===== config.mk =====
export PLATFORM = sky130hd
export DESIGN_NAME = mul_share_arbiter_flat
export DESIGN_NICKNAME = d
export VERILOG_FILES = /design/src/rtl/mul_share_arbiter_if.sv /design/src/rtl/mul_share_arbiter.sv /design/src/flat_wrapper.sv
export SDC_FILE = /design/constraint.sdc
export NUM_CORES = 1
export LEC_CHECK = 0
export CAP_MARGIN = 15
export CORE_MARGIN = 4
export CORE_UTILIZATION = 36
export CTS_CLUSTER_DIAMETER = 120
export DETAILED_ROUTE_END_ITERATION = 16
export PLACE_DENSITY = 0.76
export SETUP_SLACK_MARGIN = 0.4
export SLEW_MARGIN = 20
export SYNTH_ARGS = -nofsm -noshare
export SYNTH_HDL_FRONTEND = slang
export SYNTH_SLANG_ARGS = --single-unit

===== constraint.sdc =====
create_clock -name clk -period 2.5 [get_ports clk]
set_clock_uncertainty 0.05 [all_clocks]
set_input_delay 0.375 -clock clk [delete_from_list [all_inputs] [get_ports clk]]
set_output_delay 0.375 -clock clk [all_outputs]
set_load 0.1 [all_outputs]

===== src/rtl/mul_share_arbiter_if.sv =====
`timescale 1ns/1ps
`default_nettype none
// ============================================================================
//  Module      : mul_share_arbiter_if
//  Description : Requester-side and multiplier-side signals of the shared
//                multiplier arbiter, grouped with slave (arbiter) and
//                master (environment) views.
//  Revision    : 1.0 - initial release
// ============================================================================
interface mul_share_arbiter_if #(
    parameter int NUM_REQ = 4
);
    logic [NUM_REQ-1:0]    req;
    logic [NUM_REQ*16-1:0] op_a;
    logic [NUM_REQ*16-1:0] op_b;
    logic [NUM_REQ-1:0]    gnt;
    logic [NUM_REQ-1:0]    rsp_valid;
    logic [31:0]           rsp_data;
    logic                  busy;
    logic [15:0]           mul_a;
    logic [15:0]           mul_b;
    logic                  mul_en;
    logic [31:0]           mul_res;
    logic                  mul_ack;

    modport slave (
        input  req, op_a, op_b, mul_res, mul_ack,
        output gnt, rsp_valid, rsp_data, busy, mul_a, mul_b, mul_en
    );

    modport master (
        output req, op_a, op_b, mul_res, mul_ack,
        input  gnt, rsp_valid, rsp_data, busy, mul_a, mul_b, mul_en
    );
endinterface

`default_nettype wire


===== src/rtl/mul_share_arbiter.sv =====
`timescale 1ns/1ps
`default_nettype none
// ============================================================================
//  Module      : mul_share_arbiter
//  Description : Shares one sequential 16x16 multiplier among NUM_REQ
//                requesters with round-robin arbitration. Define
//                MUL_SHARE_FIXED_PRIO_EN for fixed (lowest index) priority.
//  Revision    : 1.0 - initial release
// ============================================================================
module mul_share_arbiter #(
    parameter int NUM_REQ = 4,
    parameter int PTR_W   = 2
) (
    input  wire                clk,
    input  wire                rst,
    mul_share_arbiter_if.slave bus
);

    localparam int c_op_w  = 16;
    localparam int c_res_w = 32;

    typedef enum logic [1:0] {
        S_IDLE  = 2'd0,
        S_ISSUE = 2'd1,
        S_WAIT  = 2'd2,
        S_RESP  = 2'd3
    } state_t;

    state_t                r_state;
    state_t                w_state_nxt;

    logic [NUM_REQ-1:0]    r_gnt;
    logic [NUM_REQ-1:0]    w_gnt_nxt;
    logic [NUM_REQ-1:0]    r_rsp_valid;
    logic [NUM_REQ-1:0]    w_rsp_valid_nxt;
    logic [c_res_w-1:0]    r_rsp_data;
    logic [c_res_w-1:0]    w_rsp_data_nxt;
    logic [c_op_w-1:0]     r_mul_a;
    logic [c_op_w-1:0]     w_mul_a_nxt;
    logic [c_op_w-1:0]     r_mul_b;
    logic [c_op_w-1:0]     w_mul_b_nxt;
    logic                  r_mul_en;
    logic                  w_mul_en_nxt;
    logic [PTR_W-1:0]      r_win;
    logic [PTR_W-1:0]      w_win_nxt;

    logic [PTR_W-1:0]      w_pick;
    logic                  w_found;

    logic [c_op_w-1:0]     w_op_a_arr [NUM_REQ];
    logic [c_op_w-1:0]     w_op_b_arr [NUM_REQ];

    // Unpack the flat operand buses so the winner can be selected by index.
    for (genvar gi = 0; gi < NUM_REQ; gi++) begin : g_unpack
        assign w_op_a_arr[gi] = bus.op_a[c_op_w*gi + c_op_w - 1 : c_op_w*gi];
        assign w_op_b_arr[gi] = bus.op_b[c_op_w*gi + c_op_w - 1 : c_op_w*gi];
    end

`ifdef MUL_SHARE_FIXED_PRIO_EN
    // Fixed priority: descending scan so the lowest set index is kept last.
    always_comb begin : p_pick
        w_pick  = '0;
        w_found = 1'b0;
        for (int k = NUM_REQ - 1; k >= 0; k--) begin
            if (bus.req[PTR_W'(k)]) begin
                w_pick  = PTR_W'(k);
                w_found = 1'b1;
            end
        end
    end
`else
    logic [PTR_W-1:0]      r_last;
    int                    w_idx;

    // Round-robin: first requester after the previous winner, with wrap.
    always_comb begin : p_pick
        w_pick  = '0;
        w_found = 1'b0;
        w_idx   = 0;
        for (int k = 1; k <= NUM_REQ; k++) begin
            w_idx = int'(r_last) + k;
            if (w_idx >= NUM_REQ) begin
                w_idx = w_idx - NUM_REQ;
            end
            if (!w_found && bus.req[PTR_W'(w_idx)]) begin
                w_pick  = PTR_W'(w_idx);
                w_found = 1'b1;
            end
        end
    end

    always_ff @(posedge clk or posedge rst) begin : p_last
        if (rst) begin
            r_last <= PTR_W'(NUM_REQ - 1);
        end else if (r_state == S_IDLE && w_found) begin
            r_last <= w_pick;
        end
    end
`endif

    always_comb begin : p_next
        w_state_nxt     = r_state;
        w_gnt_nxt       = '0;
        w_rsp_valid_nxt = '0;
        w_mul_en_nxt    = 1'b0;
        w_rsp_data_nxt  = r_rsp_data;
        w_mul_a_nxt     = r_mul_a;
        w_mul_b_nxt     = r_mul_b;
        w_win_nxt       = r_win;
        case (r_state)
            S_IDLE: begin
                if (w_found) begin
                    w_gnt_nxt    = NUM_REQ'(1) << w_pick;
                    w_mul_en_nxt = 1'b1;
                    w_mul_a_nxt  = w_op_a_arr[w_pick];
                    w_mul_b_nxt  = w_op_b_arr[w_pick];
                    w_win_nxt    = w_pick;
                    w_state_nxt  = S_ISSUE;
                end
            end
            S_ISSUE: begin
                w_state_nxt = S_WAIT;
            end
            // Operands stay put here: the multiplier reads them live.
            S_WAIT: begin
                if (bus.mul_ack) begin
                    w_rsp_data_nxt = bus.mul_res;
                    w_state_nxt    = S_RESP;
                end
            end
            S_RESP: begin
                w_rsp_valid_nxt = NUM_REQ'(1) << r_win;
                w_state_nxt     = S_IDLE;
            end
            default: begin
                w_state_nxt = S_IDLE;
            end
        endcase
    end

    always_ff @(posedge clk or posedge rst) begin : p_seq
        if (rst) begin
            r_state     <= S_IDLE;
            r_gnt       <= '0;
            r_rsp_valid <= '0;
            r_rsp_data  <= '0;
            r_mul_a     <= '0;
            r_mul_b     <= '0;
            r_mul_en    <= 1'b0;
            r_win       <= '0;
        end else begin
            r_state     <= w_state_nxt;
            r_gnt       <= w_gnt_nxt;
            r_rsp_valid <= w_rsp_valid_nxt;
            r_rsp_data  <= w_rsp_data_nxt;
            r_mul_a     <= w_mul_a_nxt;
            r_mul_b     <= w_mul_b_nxt;
            r_mul_en    <= w_mul_en_nxt;
            r_win       <= w_win_nxt;
        end
    end

    assign bus.gnt       = r_gnt;
    assign bus.rsp_valid = r_rsp_valid;
    assign bus.rsp_data  = r_rsp_data;
    assign bus.mul_a     = r_mul_a;
    assign bus.mul_b     = r_mul_b;
    assign bus.mul_en    = r_mul_en;
    assign bus.busy      = (r_state != S_IDLE);

endmodule

`default_nettype wire


===== src/flat_wrapper.sv =====
// flat-port wrapper written by rule: the top's interface ports become plain ports
module mul_share_arbiter_flat 
#(
    parameter int NUM_REQ = 4,
    parameter int PTR_W   = 2
)
  (clk, rst, bus_req, bus_op_a, bus_op_b, bus_mul_res, bus_mul_ack, bus_gnt, bus_rsp_valid, bus_rsp_data, bus_busy, bus_mul_a, bus_mul_b, bus_mul_en);
  mul_share_arbiter_if #(.NUM_REQ(NUM_REQ)) bus_i ();
  input  wire clk;
  input  wire rst;
  input wire logic [$bits(bus_i.req)-1:0] bus_req;
  input wire logic [$bits(bus_i.op_a)-1:0] bus_op_a;
  input wire logic [$bits(bus_i.op_b)-1:0] bus_op_b;
  input wire logic [$bits(bus_i.mul_res)-1:0] bus_mul_res;
  input wire logic [$bits(bus_i.mul_ack)-1:0] bus_mul_ack;
  output wire logic [$bits(bus_i.gnt)-1:0] bus_gnt;
  output wire logic [$bits(bus_i.rsp_valid)-1:0] bus_rsp_valid;
  output wire logic [$bits(bus_i.rsp_data)-1:0] bus_rsp_data;
  output wire logic [$bits(bus_i.busy)-1:0] bus_busy;
  output wire logic [$bits(bus_i.mul_a)-1:0] bus_mul_a;
  output wire logic [$bits(bus_i.mul_b)-1:0] bus_mul_b;
  output wire logic [$bits(bus_i.mul_en)-1:0] bus_mul_en;
  assign bus_i.req = bus_req;
  assign bus_i.op_a = bus_op_a;
  assign bus_i.op_b = bus_op_b;
  assign bus_i.mul_res = bus_mul_res;
  assign bus_i.mul_ack = bus_mul_ack;
  assign bus_gnt = bus_i.gnt;
  assign bus_rsp_valid = bus_i.rsp_valid;
  assign bus_rsp_data = bus_i.rsp_data;
  assign bus_busy = bus_i.busy;
  assign bus_mul_a = bus_i.mul_a;
  assign bus_mul_b = bus_i.mul_b;
  assign bus_mul_en = bus_i.mul_en;
  mul_share_arbiter #(.NUM_REQ(NUM_REQ), .PTR_W(PTR_W)) u_core (.clk(clk), .rst(rst), .bus(bus_i));
endmodule

== Word-level counts from Yosys, hierarchy flattened ==
Cells that the tools add are included.
Cells by class
  $add $sub $neg: 8
  bitwise logic cells: 1
  mux-type cells: 38
  reduce and logical (&&, ||, !) cells: 12
  $mul: 0
  shift-type cells: 2
  equal/unequal tests: 5
  magnitude comparators: 9
  div/mod/pow operators: 0
Operators by type and width (number)
  $bmux 16 s2: 2
  $mux 16: 4
  $mux 2: 10
  $lt 2x4->1 const B: 4
  $mux 1: 14
  $ge 3x3->1 const B: 4
  $mux 4: 3
  $bmux 1 s2: 4
  $pmux 2 s4: 1
  $shl 1x2->4 const A: 2
  $sub 2x1->2 const B: 4
  $add 2x2->3 const B: 2
  $reduce_and 2->1: 3
  $add 2x3->4 const B: 1
  $eq 2x2->1 const B: 2
  $ge 4x3->1 const B: 1
  $logic_and 1x1->1: 4
  $add 2x1->3 const B: 1
  $logic_not 1->1: 3
  $not 2->3: 1
  $eq 2x1->1 const B: 1
  $logic_not 2->1: 1
  $ne 2x1->1 const B: 1
  $ne 2x2->1 const B: 1
  $reduce_bool 2->1: 1
Word-level totals
  ROM bits: 0
  input port bits: 167
  memories: 0
  bits in writable memories: 0
  latch bits: 0
  flip-flop bits (word level): 79
  word-level logic and storage cells: 84

== Longest topological paths before layout ==
Gate-level depths: netlist of the first run.
  depth in word-level cells: 20
  gate-level depth with buffers: 9

== Worst setup path before layout of the first run ==
Ideal clock, no wire load.
  path kind: register to register
  start: register u_core.r_last[1]
  end: register u_core.r_mul_a[13] (netlist: u_core.bus.mul_a[13])
  data arrival time: 1.680 ns
  data required time: 2.321 ns
  path buffers: 2
  path slack: 0.641 ns
  stages on the path, launching flop included: 8
  library setup time: 0.129 ns
  cells stage by stage: dfstp_2 mux2_1 a22oi_2 and2_4 buf_12 buf_6 mux2i_1 o22ai_1
Between the ends
  cells in the longest elaborated chain, start to end: 20
Ends and longest elaborated chain
  start: declaration: RTL line mul_share_arbiter.sv:72  | logic [PTR_W-1:0] r_last;
  start signal: assignment: RTL line mul_share_arbiter.sv:94  | r_last <= PTR_W'(NUM_REQ - 1);
  start signal: assignment: RTL line mul_share_arbiter.sv:96  | r_last <= w_pick;
  $add 2x1->3: RTL line mul_share_arbiter.sv:81  | w_idx = int'(r_last) + k;
  $ge 3x3->1 / $sub 2x1->2 (equally long branches): RTL line mul_share_arbiter.sv:82, mul_share_arbiter.sv:83
  $mux 2: RTL line mul_share_arbiter.sv:82  | if (w_idx >= NUM_REQ) begin
  $bmux 1 s2: RTL line mul_share_arbiter.sv:85  | if (!w_found && bus.req[PTR_W'(w_idx)]) begin
  $mux 1 (implied by the code) (2 in a row): RTL line mul_share_arbiter.sv:85
  $mux 1: RTL line mul_share_arbiter.sv:85
  $logic_not 1->1: RTL line mul_share_arbiter.sv:85
  $logic_and 1x1->1: RTL line mul_share_arbiter.sv:85
  (+2 left out)
  $logic_and 1x1->1: RTL line mul_share_arbiter.sv:85
  $mux 1: RTL line mul_share_arbiter.sv:85
  $logic_not 1->1: RTL line mul_share_arbiter.sv:85
  $logic_and 1x1->1: RTL line mul_share_arbiter.sv:85
  $mux 2: RTL line mul_share_arbiter.sv:85
  $not 2->3 (implied by the code): RTL line mul_share_arbiter.sv:115  | w_mul_a_nxt = w_op_a_arr[w_pick];
  $bmux 16 s2: RTL line mul_share_arbiter.sv:115
  $mux 16 (implied by the code) (2 in a row): RTL line mul_share_arbiter.sv:115
  end signal: assignment: RTL line mul_share_arbiter.sv:156  | r_mul_a <= w_mul_a_nxt;
  end: declaration: RTL line mul_share_arbiter.sv:38  | logic [c_op_w-1:0] r_mul_a;
Parallel ways exist; a longest one is shown, timed or not. The select of a mux whose other input is x is not followed.
A chain may end at the register's enable or synchronous reset.

== Worst setup path in the final report of the first run ==
  start: input bus_req[1]
  end: register u_core.r_mul_a[4] (netlist: u_core.bus.mul_a[4])
Between the ends
  cells in the longest elaborated chain, start to end: 17
Ends and longest elaborated chain
  start: declaration: RTL line flat_wrapper.sv:11  | input wire logic [$bits(bus_i.req)-1:0] bus_req;
  $bmux 1 s2: RTL line mul_share_arbiter.sv:85
  $mux 1 (implied by the code) (2 in a row): RTL line mul_share_arbiter.sv:85
  $mux 1: RTL line mul_share_arbiter.sv:85
  $logic_not 1->1: RTL line mul_share_arbiter.sv:85
  $logic_and 1x1->1: RTL line mul_share_arbiter.sv:85
  $mux 1: RTL line mul_share_arbiter.sv:85
  $logic_not 1->1: RTL line mul_share_arbiter.sv:85
  $logic_and 1x1->1: RTL line mul_share_arbiter.sv:85
  $mux 1: RTL line mul_share_arbiter.sv:85
  $logic_not 1->1: RTL line mul_share_arbiter.sv:85
  $logic_and 1x1->1: RTL line mul_share_arbiter.sv:85
  $mux 2: RTL line mul_share_arbiter.sv:85
  $not 2->3 (implied by the code): RTL line mul_share_arbiter.sv:115
  $bmux 16 s2: RTL line mul_share_arbiter.sv:115
  $mux 16 (implied by the code) (2 in a row): RTL line mul_share_arbiter.sv:115
Parallel ways exist; a longest one is shown, timed or not. The select of a mux whose other input is x is not followed.

==> flow_metrics.py, run 1 <==
metrics = {
    "detailed_routing": {
        "vias": 4348,
        "drt_iter0_drc": 274,
        "ant_nets": 0,
        "routed_via_density": 5.26,
        "drc_errors": 0,
        "dr.pass1.iters": 5,
        "wirelength_um": 15100,
        "avgRoutedWirePerCell_um": 18.3,
    },
    "logic_synthesis": {
        "synthTopCellsByArea": "dfrtp_1, mux2_2, mux2i_1",
        "synth_top_area_cell": "dfrtp_1",
        "yosys_warnings": 0,
        "netlist.area_leader.share_pct": 43.0,
        "synth-seq-cells": 79,
        "ys_seq_area_share_pct": 44.2,
        "syn-cell-area_um2": 4480,
        "synthDistinctLibCells": 47,
        "avgSynthCellArea_um2": 10.7,
        "syn_nets": 588,
        "syn_inst": 418,
    },
    "job": {
        "maxCapViolCount": 0,
    },
    "global_routing": {
        "overflow": 0,
        "grt_pass1_wl_um": 23400,
        "antenna_found_initial": 1,
        "grt_pass1_vias": 4551,
        "track_usage_pct": 20.2,
        "grt_max_degree": 68,
    },
    "timing": {
        "fin_crit_ns": 1.98,
        "fin_hold_ws_ns": 0.429,
        "setup_slack_ns": 0.519,
        "slew_headroom_pct": 55.5,
        "slew_violations": 0,
        "grt_setup_unrepaired": "true",
        "setup_viol": 0,
        "fin_tns_setup_ns": 0,
        "period_share_pct": 79.2,
        "max_freq_mhz": 505,
        "hold_viol": 0,
        "worst_pin_slew_ns": 0.666,
    },
    "hold_path": {
        "hold_class": "input pin to asynchronous set/reset pin",
    },
    "die": {
        "dieArea_um2": 14300,
        "start_util_pct": 37.0,
        "io_pins": 241,
        "rows": 40,
        "fp.dieW_um": 120,
        "core_area_um2": 12100,
        "die_y_um": 120,
    },
    "worst_setup_path": {
        "start_kind": "input pin",
        "crit_chain": "clkdlybuf4s50_1 -> buf_4 -> nor2_2 -> o22ai_1 -> a221o_2 -> buf_12 -> o31ai_1",
        "cp.arrival_ns": 2.16,
        "slowest_stage": "clkdlybuf4s50_1",
        "crit_fanout": 35,
        "r2r_end": "u_core.bus.mul_a[15]",
        "max_stage_delay_ns": 0.46,
        "criticalPathCategory": "input pin to register",
        "timing.rr.start": "u_core.r_last[1]",
        "endpoint_kind": "register",
        "reg2reg_setup_slack_ns": 0.52,
        "reg2regPathDepth": 7,
        "required_ns": 2.68,
    },
    "finish": {
        "nFillCells": 1046,
        "n_antenna_cell": 0,
        "area_growth_pct": 61.3,
        "finalNetCount": 824,
        "drive_gt1_share_pct": 27.0,
        "utilization_pct": 59.7,
    },
    "placement": {
        "hpwl_um": 11100,
        "place_congestion": 0.821,
        "pre_cts_slack_ns": 0.196,
        "port_buffers": 240,
    },
    "clock_tree": {
        "clkTransAtPathRegs_ns": 0.06,
        "cts_inserted_buffers": 9,
        "clk_path_buf_depth": 2,
        "clock_sinks": 79,
        "clkLatencyLatePin_ns": 0.33,
        "cts_tree": "done",
        "cts_hold_buf": 0,
        "ctsRootBufferMaster": "clkbuf_16",
        "htree_num_levels": 3,
    },
    "run_status": {
        "status": "finished, final reports clean",
    },
}
-- critical path: cells and delay by family --
kind | cells | cell delay (ns)
AOI/OAI and AO/OA | 3 | 0.76
buffers and inverters | 3 | 0.84
and+or+nand+nor | 1 | 0.18
-- placed cells by master (no fill, tap or decap), drive strengths merged, types with 16 or more instances in the layout --
cell type / Yosys / routed
a41o: 24 / 24
buf: 21 / 93
clkdlybuf4s50: 0 / 166
dfrtp: 77 / 77
mux2: 33 / 33
mux2i: 32 / 32
nand2: 37 / 37
nand3: 24 / 24
nand3b: 25 / 25
nor2: 36 / 36
o21ai: 16 / 16
o31ai: 24 / 24
-- Yosys cell counts (all sizes together) --
| library cell | count |
|---|---|
| nand3b | 25 |
| o211a | 1 |
| and3 | 2 |
| nand2 | 37 |
| nor3b | 1 |
| mux2 | 33 |
| nor2 | 36 |
| o31ai | 24 |
| a221oi | 8 |
| buf | 21 |
| dfrtp | 77 |
| a21boi | 1 |
| a221o | 1 |
| o21ba | 1 |
| clkbuf | 13 |
| nor3 | 1 |
| nand3 | 24 |
| ha | 3 |
| inv | 8 |
| o22a | 1 |
| o21bai | 1 |
| o211ai | 2 |
| and2 | 2 |
| a21oi | 3 |
| o22ai | 10 |
| and3b | 1 |
| dfstp | 2 |
| or3 | 1 |
| a41o | 24 |
| a22oi | 1 |
| nor2b | 4 |
| o21ai | 16 |
| mux2i | 32 |
| a32oi | 1 |
-- stage by stage --
stage	instance area (µm²)	instances
after global placement	6910	809
final	7230	827
after detailed placement	6910	809
after floorplan	4490	418
after global routing	7230	827
after CTS	7200	825
-- cell families after synthesis --
logic type	share of synthesized area [%]
fa+ha+maj	0.837
simple gates	15.0
compound gates	18.9
mux	15.4
buf+inv	5.64
flops	44.2
-- registers in the layout, summed over array words and instances (netlist names) --
name	flops
u_core.r_state	2
u_core.bus.rsp_valid	4
u_core.bus.mul_b	16
u_core.bus.mul_a	16
u_core.r_win	2
u_core.r_last	2
u_core.bus.gnt	4
u_core.bus.rsp_data	32
u_core.bus.mul_en	1
-- worst max-delay path by stage --
stage                                start              endpoint  slack [ns]  cells past startpoint
final                           bus_req[1]   u_core.bus.mul_a[4]        0.52                      7
after global routing      u_core.r_last[1]   u_core.bus.mul_b[6]        0.38                      7
after CTS                 u_core.r_last[1]  u_core.bus.mul_a[10]        0.48                      6
after detailed placement        bus_req[1]  u_core.bus.mul_a[15]        0.20                      7
after global placement          bus_req[3]  u_core.bus.mul_a[15]        0.22                      8
after floorplan           u_core.r_last[1]  u_core.bus.mul_a[13]        0.64                      7
-- routing by layer --
metal	part of all wire, %	GRT usage (%)
met4	1.9	6.16
met5	0.079	0
met1	41	24.6
met3	6.9	4.90
met2	50	35.2
-- cell type report --
type	instances	area [µm²]	share of cell area, %
timing repair buffer	259	2450	33.8
multi-input combinational	297	2270	31.4
sequential	79	1980	27.4
clock buffer	10	239	3.31
tap	168	210	2.91
clock inverter	6	51.3	0.709
inverter	8	33.8	0.467
-- timing repair --
action                                  4_1_cts  5_1_grt
buffers inserted                              0        2
resized for setup                             0        3
endpoints found under the setup margin        0       21
Power of run 1 is left out: the tool's default activity adds up to more than one toggle a clock period on the data nets, which glitch-free logic cannot reach.
==> inputs of run 2 (changes only) <==
--- a/config.mk
+++ b/config.mk
@@ -7,10 +7,10 @@
 export LEC_CHECK = 0
 export CAP_MARGIN = 15
 export CORE_MARGIN = 4
-export CORE_UTILIZATION = 36
+export CORE_UTILIZATION = 40
 export CTS_CLUSTER_DIAMETER = 120
 export DETAILED_ROUTE_END_ITERATION = 16
-export PLACE_DENSITY = 0.76
+export PLACE_DENSITY = 0.8
 export SETUP_SLACK_MARGIN = 0.4
 export SLEW_MARGIN = 20
 export SYNTH_ARGS = -nofsm -noshare
==> constraint.sdc (replaced) <==
create_clock -name clk -period 1.9 [get_ports clk]
set_clock_uncertainty 0.05 [all_clocks]
set_input_delay 0.285 -clock clk [delete_from_list [all_inputs] [get_ports clk]]
set_output_delay 0.285 -clock clk [all_outputs]
set_load 0.1 [all_outputs]
==> run 2 against run 1 <==
The flow now finishes with violations (negative setup slack). Final cell count grew 1.9%. Count of clock-buffer cells in the layout shrank 1. First-iteration DRC count shrank 3.6%. Setup slack lost 0.63 ns. Global-route usage grew 3.9 points. Largest cell class unchanged.
==> flow_metrics.py, run 2 (synthesis results as in run 1) <==
metrics = {
    "run_status": {
        "status": "finished, violations left",
        "violations": "negative setup slack",
    },
    "worst_setup_path": {
        "crit_fanout": 6,
        "cp.arrival_ns": 2.22,
        "criticalPathCategory": "register to register",
        "required_ns": 2.10,
        "endpoint_kind": "register",
        "start_kind": "register",
    },
    "timing": {
        "setup_viol": 33,
        "period_share_pct": 106,
        "grt_setup_unrepaired": "true",
        "worst_pin_slew_ns": 0.423,
        "fin_tns_setup_ns": -2.68,
        "max_freq_mhz": 496,
        "fin_hold_ws_ns": 0.214,
        "setup_slack_ns": -0.116,
        "fin_crit_ns": 2.02,
        "hold_viol": 0,
        "slew_violations": 0,
        "slew_headroom_pct": 71.7,
    },
    "global_routing": {
        "overflow": 0,
        "gr-usage-met3_pct": 5.52,
        "met2_usage_pct": 42.5,
        "grt_pass1_wl_um": 24900,
        "met1_usage_pct": 28.9,
        "top_usage_layer": "met2",
        "track_usage_pct": 24.1,
        "grt_max_degree": 58,
        "antenna_found_initial": 1,
        "grt_pass1_vias": 4765,
    },
    "power": {
        "pwr-share-clk_pct": 8.5,
        "p_per_area_nw_per_um2": 2090,
        "irDropWorstVdd_mv": 1.50,
        "switchingPower_mw": 9.39,
        "swShare_pct": 56.2,
        "p_leak_nw": 3.51,
        "p_int_mw": 7.33,
        "total_power_mw": 16.7,
        "p_comb_share_pct": 73.5,
        "power_frac_seq_pct": 18.0,
    },
    "detailed_routing": {
        "wirelength_um": 17000,
        "dr.pass1.iters": 5,
        "vias": 4686,
        "drc_errors": 0,
        "ant_nets": 0,
        "avgRoutedWirePerCell_um": 20.2,
        "routed_via_density": 5.56,
        "drt_iter0_drc": 264,
    },
    "finish": {
        "finalNetCount": 868,
        "nFillCells": 757,
        "utilization_pct": 73.5,
        "largest_reg_flops": 32,
        "mostFrequentLayoutCells": "clkdlybuf4s50_1, buf_4, dfrtp_1, nand2_1, nor2_1",
        "n_antenna_cell": 0,
        "area_growth_pct": 78.5,
        "layout.cells.non_filler": 843,
        "stdcell_area_um2": 8000,
        "final_common_cell": "clkdlybuf4s50_1",
        "drive_gt1_share_pct": 35.7,
    },
    "placement": {
        "placed_cells": 796,
        "pre_cts_slack_ns": -0.332,
        "place_congestion": 0.881,
        "place_area_um2": 7080,
        "hpwl_um": 11200,
        "port_buffers": 240,
    },
    "die": {
        "fp.dieW_um": 114,
        "dieArea_um2": 13000,
        "die_y_um": 114,
        "core_area_um2": 10900,
        "start_util_pct": 41.2,
        "io_pins": 241,
        "rows": 38,
    },
    "clock_tree": {
        "cts_tree": "done",
        "cts_inserted_buffers": 9,
        "clock_sinks": 79,
        "htree_num_levels": 3,
        "ctsRootBufferMaster": "clkbuf_8",
        "clk_path_buf_depth": 2,
        "clkTransAtPathRegs_ns": 0.09,
        "clkLatencyLatePin_ns": 0.36,
    },
    "job": {
        "maxCapViolCount": 0,
    },
    "hold_path": {
        "hold_class": "input pin to asynchronous set/reset pin",
    },
}
run 2: changes by cell type in the layout (fill, tap and decap cells not counted), sizes merged:
cell,previous run,this run
clkinvlp,2,4
buf,93,135
clkdlybuf4s50,166,164
bufinv,0,2
clkbuf,10,11
clkinv,2,3
inv,10,6
dlygate4sd2,0,2
run 2: final timing paths:
path / from / endpoint / slack [ns] / cells after the start
setup / recovery: u_core.r_last[1] / u_core.bus.mul_b[8] / -0.12 / 6
hold / removal: rst / u_core.bus.rsp_data[7] / 0.21 / 2
setup reg to reg: u_core.r_last[1] / u_core.bus.mul_b[8] / -0.12 / 6
hold reg to reg: u_core.bus.rsp_data[22] / u_core.bus.rsp_data[22] / 0.47 / 1
max in group asynchronous: rst / u_core.r_last[1] / 1.02 / 3
min in group clk: bus_req[1] / u_core.bus.gnt[1] / 0.43 / 2
run 2: worst max-delay path: stages, from the launching register on:
cell       delay [ns]
dfstp_2          0.57
mux2_4           0.32
a22oi_2          0.16
and2_4           0.30
clkbuf_16        0.20
mux2i_4          0.22
o31ai_2          0.09
run 2: repair_timing:
action / CTS / global route
pin swaps: 8 / 11
buffers inserted: 11 / 15
resized for setup: 51 / 40
cloned: 4 / 1
hold endpoints to repair: 0 / 0
endpoints found under the setup margin: 72 / 65
hold buffers: 0 / 0
run 2: power groups by stage:
stage	Combinational, mW	Clock (mW)	Sequential (mW)
after floorplan	3.26	0	8.06
after global placement	10.8	0	2.96
after detailed placement	11.0	0	2.99
after CTS	11.7	1.44	2.99
after global routing	12.7	1.51	3.09
final	12.3	1.41	3.01
run 2: layout make-up:
cell class / instances / area [µm²] / area share [%]
flip-flops and latches: 79 / 1980 / 24.7
clock inverters: 7 / 97.6 / 1.22
well taps: 140 / 175 / 2.19
multi-input cells: 297 / 2580 / 32.2
clock buffers: 9 / 124 / 1.55
repair buffers: 303 / 3010 / 37.6
inverters: 8 / 37.5 / 0.469
run 2: routing by layer:
layer,vias to the layer above,share of wire (%)
li1,2112,-
met1,2337,40
met2,209,51
met3,26,7.5
met4,2,1.8
met5,-,0.077
Note: power is estimated with default switching activity, not from simulation.
==> inputs of run 3 (changes only) <==
--- a/config.mk
+++ b/config.mk
@@ -8,8 +8,10 @@
 export CAP_MARGIN = 15
 export CORE_MARGIN = 4
 export CORE_UTILIZATION = 40
+export CTS_BUF_LIST = sky130_fd_sc_hd__clkbuf_16
 export CTS_CLUSTER_DIAMETER = 120
 export DETAILED_ROUTE_END_ITERATION = 16
+export MAX_ROUTING_LAYER = met4
 export PLACE_DENSITY = 0.8
 export SETUP_SLACK_MARGIN = 0.4
 export SLEW_MARGIN = 20
==> run 3 against run 2 <==
Non-clock buffer count down 11. Clock power up 33%. Core utilization up 0.17 points. Fmax up 2.9%. Register-to-register slack better by 0.06 ns. Wire length down 4.6%. The flow still finishes with violations (negative setup slack). Critical path type unchanged. Final cell count down 1.2%. Via count down 2.8%. Critical path depth unchanged. Cell area up 0.23%. Sequential cell count unchanged.
==> flow_metrics.py, run 3 (synthesis results as in run 1) <==
metrics = {
    "power": {
        "irDropWorstVdd_mv": 1.45,
        "p_leak_nw": 3.52,
        "p_per_area_nw_per_um2": 2120,
    },
    "clock_tree": {
        "htree_num_levels": 3,
        "cts_tree": "done",
        "clk_path_buf_depth": 2,
        "clkLatencyLatePin_ns": 0.33,
        "ctsRootBufferMaster": "clkbuf_16",
        "clock_sinks": 79,
        "cts_hold_buf": 0,
        "cts_inserted_buffers": 9,
        "clkTransAtPathRegs_ns": 0.06,
    },
    "global_routing": {
        "antenna_found_initial": 1,
        "grt_max_degree": 58,
        "grt_pass1_wl_um": 24700,
        "overflow": 0,
        "track_usage_pct": 24.5,
        "grt_pass1_vias": 4846,
    },
    "timing": {
        "hold_viol": 0,
        "setup_slack_ns": -0.0587,
        "setup_viol": 25,
        "fin_crit_ns": 1.96,
        "slew_headroom_pct": 72.3,
        "period_share_pct": 103,
        "grt_setup_unrepaired": "true",
        "fin_tns_setup_ns": -0.758,
        "slew_violations": 0,
        "worst_pin_slew_ns": 0.415,
        "max_freq_mhz": 511,
    },
    "finish": {
        "layout.cells.non_filler": 833,
        "final_common_cell": "clkdlybuf4s50_1",
        "mostFrequentLayoutCells": "clkdlybuf4s50_1, buf_4, dfrtp_1, nand2_1, nor2_1",
        "nFillCells": 744,
        "drive_gt1_share_pct": 34.5,
        "area_growth_pct": 78.9,
        "multi_input_area_um2": 2610,
        "finalNetCount": 857,
        "ff_latch_area_um2": 1980,
        "largest_reg_flops": 32,
    },
    "run_status": {
        "violations": "negative setup slack",
        "status": "finished, violations left",
    },
    "detailed_routing": {
        "drt_iter0_drc": 239,
        "routed_via_density": 5.47,
        "drc_errors": 0,
        "vias": 4554,
        "ant_nets": 0,
        "wirelength_um": 16200,
        "avgRoutedWirePerCell_um": 19.5,
        "dr.pass1.iters": 4,
    },
    "worst_setup_path": {
        "required_ns": 2.06,
        "crit_fanout": 7,
        "cp.arrival_ns": 2.12,
        "criticalPathCategory": "register to register",
        "reg2regPathDepth": 6,
        "endpoint_kind": "register",
        "start_kind": "register",
    },
    "die": {
        "start_util_pct": 41.2,
        "rows": 38,
        "dieArea_um2": 13000,
        "io_pins": 241,
        "core_area_um2": 10900,
        "fp.dieW_um": 114,
        "die_y_um": 114,
    },
    "placement": {
        "port_buffers": 240,
        "place_congestion": 0.896,
        "placed_cells": 796,
        "hpwl_um": 11200,
        "pre_cts_slack_ns": -0.332,
    },
    "hold_path": {
        "hold_class": "input pin to asynchronous set/reset pin",
    },
    "job": {
        "maxCapViolCount": 0,
    },
}
## run 3: cell types whose count changed in the layout (fill, tap and decap cells not counted), moves of 6 or more
cell and delta:
clkbuf_8 -9, clkbuf_16 +9, mux2_2 -6, mux2_4 +6
buf_4 -6
## run 3: worst paths after layout
check | start | endpoint | slack [ns]
max | u_core.r_last[1] | u_core.bus.mul_b[3] | -0.06
min | rst | u_core.bus.rsp_data[3] | 0.25
max reg2reg | u_core.r_last[1] | u_core.bus.mul_b[3] | -0.06
min reg2reg | u_core.bus.rsp_data[22] | u_core.bus.rsp_data[22] | 0.46
max in group asynchronous | rst | u_core.r_last[1] | 0.99
min in group clk | u_core.bus.rsp_data[22] | u_core.bus.rsp_data[22] | 0.46
## run 3: timing repair
action / 4_1_cts / 5_1_grt
gates resized for setup: 34 / 55
pin swaps: 7 / 7
gates cloned: 4 / 1
endpoints found under the setup margin: 72 / 72
setup buffers: 9 / 6
## run 3: area by class of cell
cell class / count / area share, %
repair buffers: 292 / 36.1
clock inverters: 7 / 1.22
inverters: 8 / 0.468
clock buffers: 9 / 2.81
multi-input cells: 297 / 32.5
diodes: 1 / 0.0312
flip-flops and latches: 79 / 24.7
well taps: 140 / 2.18
## run 3: report_power, final
group          internal [mW]  total (mW)  switching, mW
sequential              2.50        3.02          0.516
clock                   1.15        1.87          0.714
combinational           4.01        12.1           8.11
total                   7.66        17.0           9.34
## run 3: through the flow
step / util, % / hold slack [ns] / power (mW) / cell area [µm²]
global placement: 65.0 / 0.433 / 13.8 / 7080
floorplan: - / 0.385 / 11.3 / 4520
global route: 73.7 / 0.282 / 17.7 / 8020
finish: 73.7 / 0.250 / 17.0 / 8020
detailed placement: 65.0 / 0.444 / 14.0 / 7080
CTS: 70.9 / 0.247 / 16.5 / 7710
## run 3: metal layers
| metal | part of all wire, % | vias to the layer above | global-route usage (%) |
|---|---|---|---|
| met4 | 2.2 | 0 | 8.63 |
| li1 | - | 2094 | - |
| met3 | 6.9 | 31 | 4.83 |
| met2 | 50 | 181 | 41.6 |
| met1 | 40 | 2248 | 29.0 |
| met5 | 0 | - | - |
## run 3: worst max-delay path, cell delays in order, from the launching register on
cell and delay (ns):
dfstp_2 0.55, mux2_4 0.30, a22oi_2 0.15, and2_4 0.29
buf_12 0.19, mux2i_4 0.24, o31ai_2 0.07
